[src/rtl/axi_burst_addr_gen.sv]
// AXI4 burst address generator: expands one AW/AR command into a per-beat address stream.
// Optional AXI_BURST_4K_CHECK_EN adds beat_err, flagging INCR bursts that cross a 4 KB page.
module axi_burst_addr_gen #(
  parameter int ADDR_W     = 32,
  parameter int DATA_BYTES = 4,
  parameter int ID_W       = 4
) (
  input  logic              clk,
  input  logic              rst,
  input  logic              cmd_valid,
  output logic              cmd_ready,
  input  logic [ID_W-1:0]   cmd_id,
  input  logic [ADDR_W-1:0] cmd_addr,
  input  logic [7:0]        cmd_len,
  input  logic [2:0]        cmd_size,
  input  logic [1:0]        cmd_burst,
  output logic              beat_valid,
  input  logic              beat_ready,
  output logic [ID_W-1:0]   beat_id,
  output logic [ADDR_W-1:0] beat_addr,
  output logic [7:0]        beat_idx,
  output logic              beat_last,
`ifdef AXI_BURST_4K_CHECK_EN
  output logic              beat_err,
`endif
  output logic              busy
);

  localparam int MAX_SIZE = $clog2(DATA_BYTES);

  typedef enum logic {IDLE, BURST} state_t;
  typedef enum logic [1:0] {MODE_FIXED, MODE_INCR, MODE_WRAP} mode_t;

  function automatic logic [2:0] clamp_size(input logic [2:0] s);
    if (s > 3'(MAX_SIZE)) return 3'(MAX_SIZE);
    return s;
  endfunction

  function automatic logic [ADDR_W-1:0] align_addr(input logic [ADDR_W-1:0] a,
                                                   input logic [2:0] s);
    return (a >> s) << s;
  endfunction

  function automatic logic [ADDR_W-1:0] beat_bytes(input logic [2:0] s);
    return ADDR_W'(1) << s;
  endfunction

  state_t              state_q;
  mode_t               mode_q;
  logic                cmd_ready_q;
  logic                beat_valid_q;
  logic                busy_q;
  logic                last_q;
  logic [ID_W-1:0]     id_q;
  logic [ADDR_W-1:0]   addr_q;
  logic [7:0]          idx_q;
  logic [7:0]          len_q;
  logic [2:0]          size_q;
  logic [ADDR_W-1:0]   wrap_low_q;
  logic [ADDR_W-1:0]   wrap_span_q;
`ifdef AXI_BURST_4K_CHECK_EN
  logic                err_q;
  logic                err_d;
  logic [ADDR_W-1:0]   cap_end;
`endif

  mode_t               mode_d;
  logic [2:0]          size_d;
  logic [ADDR_W-1:0]   span_d;
  logic [ADDR_W-1:0]   low_d;
  logic [ADDR_W-1:0]   inc_addr;
  logic [ADDR_W-1:0]   addr_d;

  // Command decode: effective size, burst mode and wrap window for the capture edge
  always_comb begin
    size_d = clamp_size(cmd_size);
    span_d = (ADDR_W'(cmd_len) + ADDR_W'(1)) << size_d;
    low_d  = cmd_addr & ~(span_d - ADDR_W'(1));
    mode_d = MODE_INCR;
    case (cmd_burst)
      2'b00:   mode_d = MODE_FIXED;
      2'b10:   if (cmd_len == 8'd1 || cmd_len == 8'd3 || cmd_len == 8'd7 || cmd_len == 8'd15)
                 mode_d = MODE_WRAP;
      default: mode_d = MODE_INCR;
    endcase
`ifdef AXI_BURST_4K_CHECK_EN
    cap_end = align_addr(cmd_addr, size_d) + span_d - ADDR_W'(1);
    err_d   = (mode_d == MODE_INCR) && (cap_end[ADDR_W-1:12] != cmd_addr[ADDR_W-1:12]);
`endif
  end

  // Next beat address from the current one; first beat may be unaligned
  always_comb begin
    inc_addr = align_addr(addr_q, size_q) + beat_bytes(size_q);
    addr_d   = inc_addr;
    case (mode_q)
      MODE_FIXED: addr_d = addr_q;
      MODE_WRAP:  if (inc_addr == wrap_low_q + wrap_span_q) addr_d = wrap_low_q;
      default:    addr_d = inc_addr;
    endcase
  end

  always_ff @(posedge clk or posedge rst) begin
    if (rst) begin
      state_q      <= IDLE;
      mode_q       <= MODE_FIXED;
      cmd_ready_q  <= 1'b0;
      beat_valid_q <= 1'b0;
      busy_q       <= 1'b0;
      last_q       <= 1'b0;
      id_q         <= '0;
      addr_q       <= '0;
      idx_q        <= '0;
      len_q        <= '0;
      size_q       <= '0;
      wrap_low_q   <= '0;
      wrap_span_q  <= '0;
`ifdef AXI_BURST_4K_CHECK_EN
      err_q        <= 1'b0;
`endif
    end else begin
      case (state_q)
        IDLE: begin
          cmd_ready_q <= 1'b1;
          if (cmd_valid && cmd_ready_q) begin
            state_q      <= BURST;
            cmd_ready_q  <= 1'b0;
            beat_valid_q <= 1'b1;
            busy_q       <= 1'b1;
            id_q         <= cmd_id;
            addr_q       <= cmd_addr;
            idx_q        <= '0;
            len_q        <= cmd_len;
            last_q       <= (cmd_len == 8'd0);
            size_q       <= size_d;
            mode_q       <= mode_d;
            wrap_low_q   <= low_d;
            wrap_span_q  <= span_d;
`ifdef AXI_BURST_4K_CHECK_EN
            err_q        <= err_d;
`endif
          end
        end
        BURST: begin
          if (beat_ready) begin
            if (last_q) begin
              state_q      <= IDLE;
              cmd_ready_q  <= 1'b1;
              beat_valid_q <= 1'b0;
              busy_q       <= 1'b0;
              last_q       <= 1'b0;
`ifdef AXI_BURST_4K_CHECK_EN
              err_q        <= 1'b0;
`endif
            end else begin
              addr_q <= addr_d;
              idx_q  <= idx_q + 8'd1;
              last_q <= (idx_q + 8'd1 == len_q);
            end
          end
        end
        default: state_q <= IDLE;
      endcase
    end
  end

  assign cmd_ready  = cmd_ready_q;
  assign beat_valid = beat_valid_q;
  assign beat_id    = id_q;
  assign beat_addr  = addr_q;
  assign beat_idx   = idx_q;
  assign beat_last  = last_q;
  assign busy       = busy_q;
`ifdef AXI_BURST_4K_CHECK_EN
  assign beat_err   = err_q;
`endif

endmodule

[config.mk]
export PLATFORM = sky130hd
export DESIGN_NAME = axi_burst_addr_gen
export DESIGN_NICKNAME = d
export VERILOG_FILES = /design/src/rtl/axi_burst_addr_gen.sv
export SDC_FILE = /design/constraint.sdc
export NUM_CORES = 1
export LEC_CHECK = 0
export ABC_AREA = 1
export BUFFER_PORTS_ARGS = -buffer_cell sky130_fd_sc_hd__buf_2
export CAP_MARGIN = 20
export CORE_ASPECT_RATIO = 0.6
export CORE_UTILIZATION = 57
export CTS_BUF_LIST = sky130_fd_sc_hd__clkbuf_8
export CTS_CLUSTER_DIAMETER = 120
export DETAILED_ROUTE_END_ITERATION = 10
export HOLD_SLACK_MARGIN = 0.03
export PLACE_DENSITY_LB_ADDON = 0.05
export RECOVER_POWER = 100
export SYNTH_ARGS = -nofsm -noshare
export SYNTH_HDL_FRONTEND = slang
export SYNTH_SLANG_ARGS = --single-unit
[constraint.sdc]
create_clock -name clk -period 3.9 [get_ports clk]
set_input_delay 0.195 -clock clk [delete_from_list [all_inputs] [get_ports clk]]
set_output_delay 0.195 -clock clk [all_outputs]
set_load 0.005 [all_outputs]
==> run_results.csv <==
group,metric,value,unit
setup_path,required,4.21,ns
min_path,hold_depth,3,
route,drt-pass1-iter-count,9,
clock_tree,cts_root_buf,"clkbuf_8",
setup_path,path_depth,36,
synthesis,syn_avg_cell_area,5.74,um2
synthesis,synth_edf_count,0,
setup_path,crit_family,"simple AND/OR/NAND/NOR gates",
timing,fmax,0.222,GHz
cells_and_area,fin_cells,2305,
global_routing,grtUsageTotal,0.436,
cells_and_area,nets,2144,
clock_tree,cts.sinks,109,
setup_path,slowest_stage,"dfrtp_2",
placed_design,placed_area,12100,um2
clock_tree,htree_levels,3,
placed_design,hpwl,31800,um
flow_run,drv_cap,1,
clock_tree,cts_buffers,9,
clock_tree,cts_max_path_buffers,2,
timing,layout_setup_ws,-0.613,ns
synthesis,netlist_area,10600,um2
outcome,violations,"capacitance limit, slew limit, setup timing",
clock_tree,clk_pin_slew_worst_paths,0.12,ns
synthesis,yosysWarnings,0,
global_routing,grt_max_degree,77,
placed_design,dp_cells,2252,
pwr,cellPowerDensity,941,nW/um2
route,routedWlPerCell,18.5,um
synthesis,synth-async-reset-ratio,1.00,
min_path,hp-class,"in -> reg",
cells_and_area,stdcell_area,13200,um2
synthesis,syn_inst,1841,
placed_design,place.gp.congestion,1.06,
outcome,status,"finished with violations",
setup_path,r2r_start,"size_q[0]$_DFFE_PP0P_",
setup_path,critPathKind,"reg -> reg",
cells_and_area,syn_to_final_growth,24.7,%
min_path,min_from,"cmd_addr[15]",
synthesis,ys.flop_type,"dfrtp_1",
setup_path,cp.arrival,4.83,ns
route,drc,0,
timing,rsz0062_at_grt,"yes",
timing,slew_viol_final,1,
die,ioPinCount,101,
setup_path,cp_num_buf_inv,6,
synthesis,syn_nets,1926,
route,via_per_inst,5.80,
die,coreArea,18100,um2
setup_path,slowest_delay,0.47,ns
global_routing,grt_remaining_overflow,0,
timing,hold_violations,0,
global_routing,grt_pass1_vias,11200,
die,die_h,107,um
die,initial_utilization,0.583,
timing,hold_ws,0.0419,ns
timing,slew_headroom,-0.00123,
synthesis,yosysSeqAreaShare,0.258,
synthesis,synth_seq_cells,109,
global_routing,antenna_found_initial,1,
timing,fin_crit_sh,1.16,
pwr,p_leak,7.36,nW
global_routing,grt_pass1_wl,61900,um
timing,fin_skew,0.0268,ns
timing,setup_viol,32,
setup_path,crit_path_frequent_cell,"nand2_2",
route,wl,42700,um
cells_and_area,layout-drive-gt1-share,0.214,
route,dr.first_iter.drc_count,2037,
setup_path,crit_start,"size_q[0]$_DFFE_PP0P_",
clock_tree,clock_latency,0.44,ns
pwr,ir_drop,0.530,mV
placed_design,pre_cts_ws,-0.929,ns
die,rows,38,
placed_design,io_buffers,100,
die,die_w,178,um
setup_path,crit_fanout,8,
route,via_count,13400,
route,ant_nets,0,
synthesis,synth.distinct_cells,49,
timing,worstMarginPinSlew,1.49,ns
setup_path,crit_path_end_kind,"flop",
timing,min_period,4.51,ns
setup_path,critPathLaunchType,"flop",
die,die_area,19100,um2
setup_path,worst-r2r-cell-count,36,
clock_tree,cts_tree,"done",
## path summary, 6_finish.rpt
kind | end | slack (ns)
max in group asynchronous | size_q[0]$_DFFE_PP0P_ | 1.40
worst min-delay path | wrap_low_q[15]$_DFFE_PP0P_ | 0.04
min in group asynchronous | beat_id[3]$_DFFE_PP0P_ | 0.64
worst min register to register | beat_id[3]$_DFFE_PP0P_ | 0.48
worst max-delay path | beat_addr[8]$_DFFE_PP0P_ | -0.61
worst max register to register | beat_addr[8]$_DFFE_PP0P_ | -0.61
## layer usage
| metal | global-route usage | share of wire | up-vias |
|---|---|---|---|
| met2 | 0.547 | 0.37 | 881 |
| met3 | 0.202 | 0.17 | 82 |
| met4 | 0.0775 | 0.018 | 4 |
| li1 | - | - | 6302 |
| met1 | 0.654 | 0.43 | 6095 |
| met5 | 0.0917 | 0.0043 | - |
## kinds of logic after synthesis
group | share of synthesized area
muxes | 0.00296
other | 0.000355
buffers and inverters | 0.112
adders and majority gates | 0.0393
and+or+nand+nor | 0.464
xor gates and xnor gates | 0.0182
DFF | 0.258
AOI/OAI and AO/OA | 0.105
## registers in the layout (all words and copies together), names as in the netlist
signal       count
beat_idx         8
wrap_low_q      32
wrap_span_q     16
beat_addr       32
mode_q           2
len_q            8
beat_id          4
busy             1
state_q          1
cmd_ready        1
beat_last        1
size_q           3
## metrics by stage
step                      total power, mW  utilization  setup TNS [ns]
after global placement               9.88        0.666          -26.53
final                                12.4        0.728          -17.90
after global routing                 13.3        0.727          -25.81
after detailed placement             10.0        0.666          -28.50
after floorplan                      7.08            -               0
after CTS                            11.2        0.701          -10.74
## cells in the mapped netlist, drive strengths merged (2+ instances only)
cell | instances | area (um2)
or2 | 3 | 18.8
o21ai | 81 | 405
o211ai | 8 | 60.1
nand2 | 779 | 2950
buf | 25 | 173
o21bai | 2 | 15.0
a21oi | 82 | 410
o22ai | 19 | 119
ha | 30 | 375
mux2i | 2 | 20.0
nor2 | 171 | 687
xor2 | 16 | 140
nor3 | 17 | 101
and2 | 2 | 12.5
xnor2 | 6 | 52.6
nand3 | 133 | 681
dfrtp | 109 | 2730
nand4 | 60 | 375
inv | 236 | 886
o221ai | 2 | 17.5
a22oi | 2 | 15.0
clkbuf | 32 | 120
o21a | 2 | 15.0
nand3b | 9 | 67.6
fa | 2 | 40.0
## worst reg2reg max path: cells and delay by family, from the launching register on
family / cells / cell delay [ns]
AO/OA/AOI/OAI: 5 / 0.54
adder cells (fa/ha/maj): 1 / 0.25
buffers and inverters: 6 / 0.84
flip-flops: 1 / 0.47
multiplexers: 1 / 0.20
AND/OR/NAND/NOR: 23 / 2.12
## placed cells by master (no fill, tap or decap), drive strengths merged, types with 8 or more instances in the layout
master | Yosys | routed
inv | 236 | 236
o211ai | 8 | 8
nor3 | 17 | 17
buf | 25 | 220
o22ai | 19 | 19
o21ai | 81 | 81
a21oi | 82 | 82
xor2 | 16 | 16
nand3 | 133 | 133
nand2 | 779 | 779
dlygate4sd3 | 0 | 10
nand3b | 9 | 9
dfrtp | 109 | 109
nand4 | 60 | 60
clkbuf | 32 | 44
ha | 30 | 30
nor2 | 171 | 171
## area by class of cell
cell class	count	area, um2
fillers	1573	4930
clock buffers	10	138
multi-input cells	1438	7250
repair buffers	264	1800
flip-flops and latches	109	2730
clock inverters	6	57.6
well taps	240	300
inverters	237	897
diodes	1	2.50
## where the power goes
part / switching [mW] / total [mW] / leakage [nW] / internal, mW
logic: 5.72 / 9.23 / 5.96 / 3.51
clock network: 0.480 / 0.743 / 0.0976 / 0.263
registers: 0.783 / 2.42 / 1.31 / 1.64
## timing repair
item                                    4_1_cts  5_1_grt
resized for setup                           112      110
hold buffers                                  9        1
pin swaps                                    33       72
buffers inserted                              7       15
hold endpoints to repair                      9       28
gates cloned                                  0        1
endpoints found under the setup margin       32       32
(Power assumes the default switching activity.)
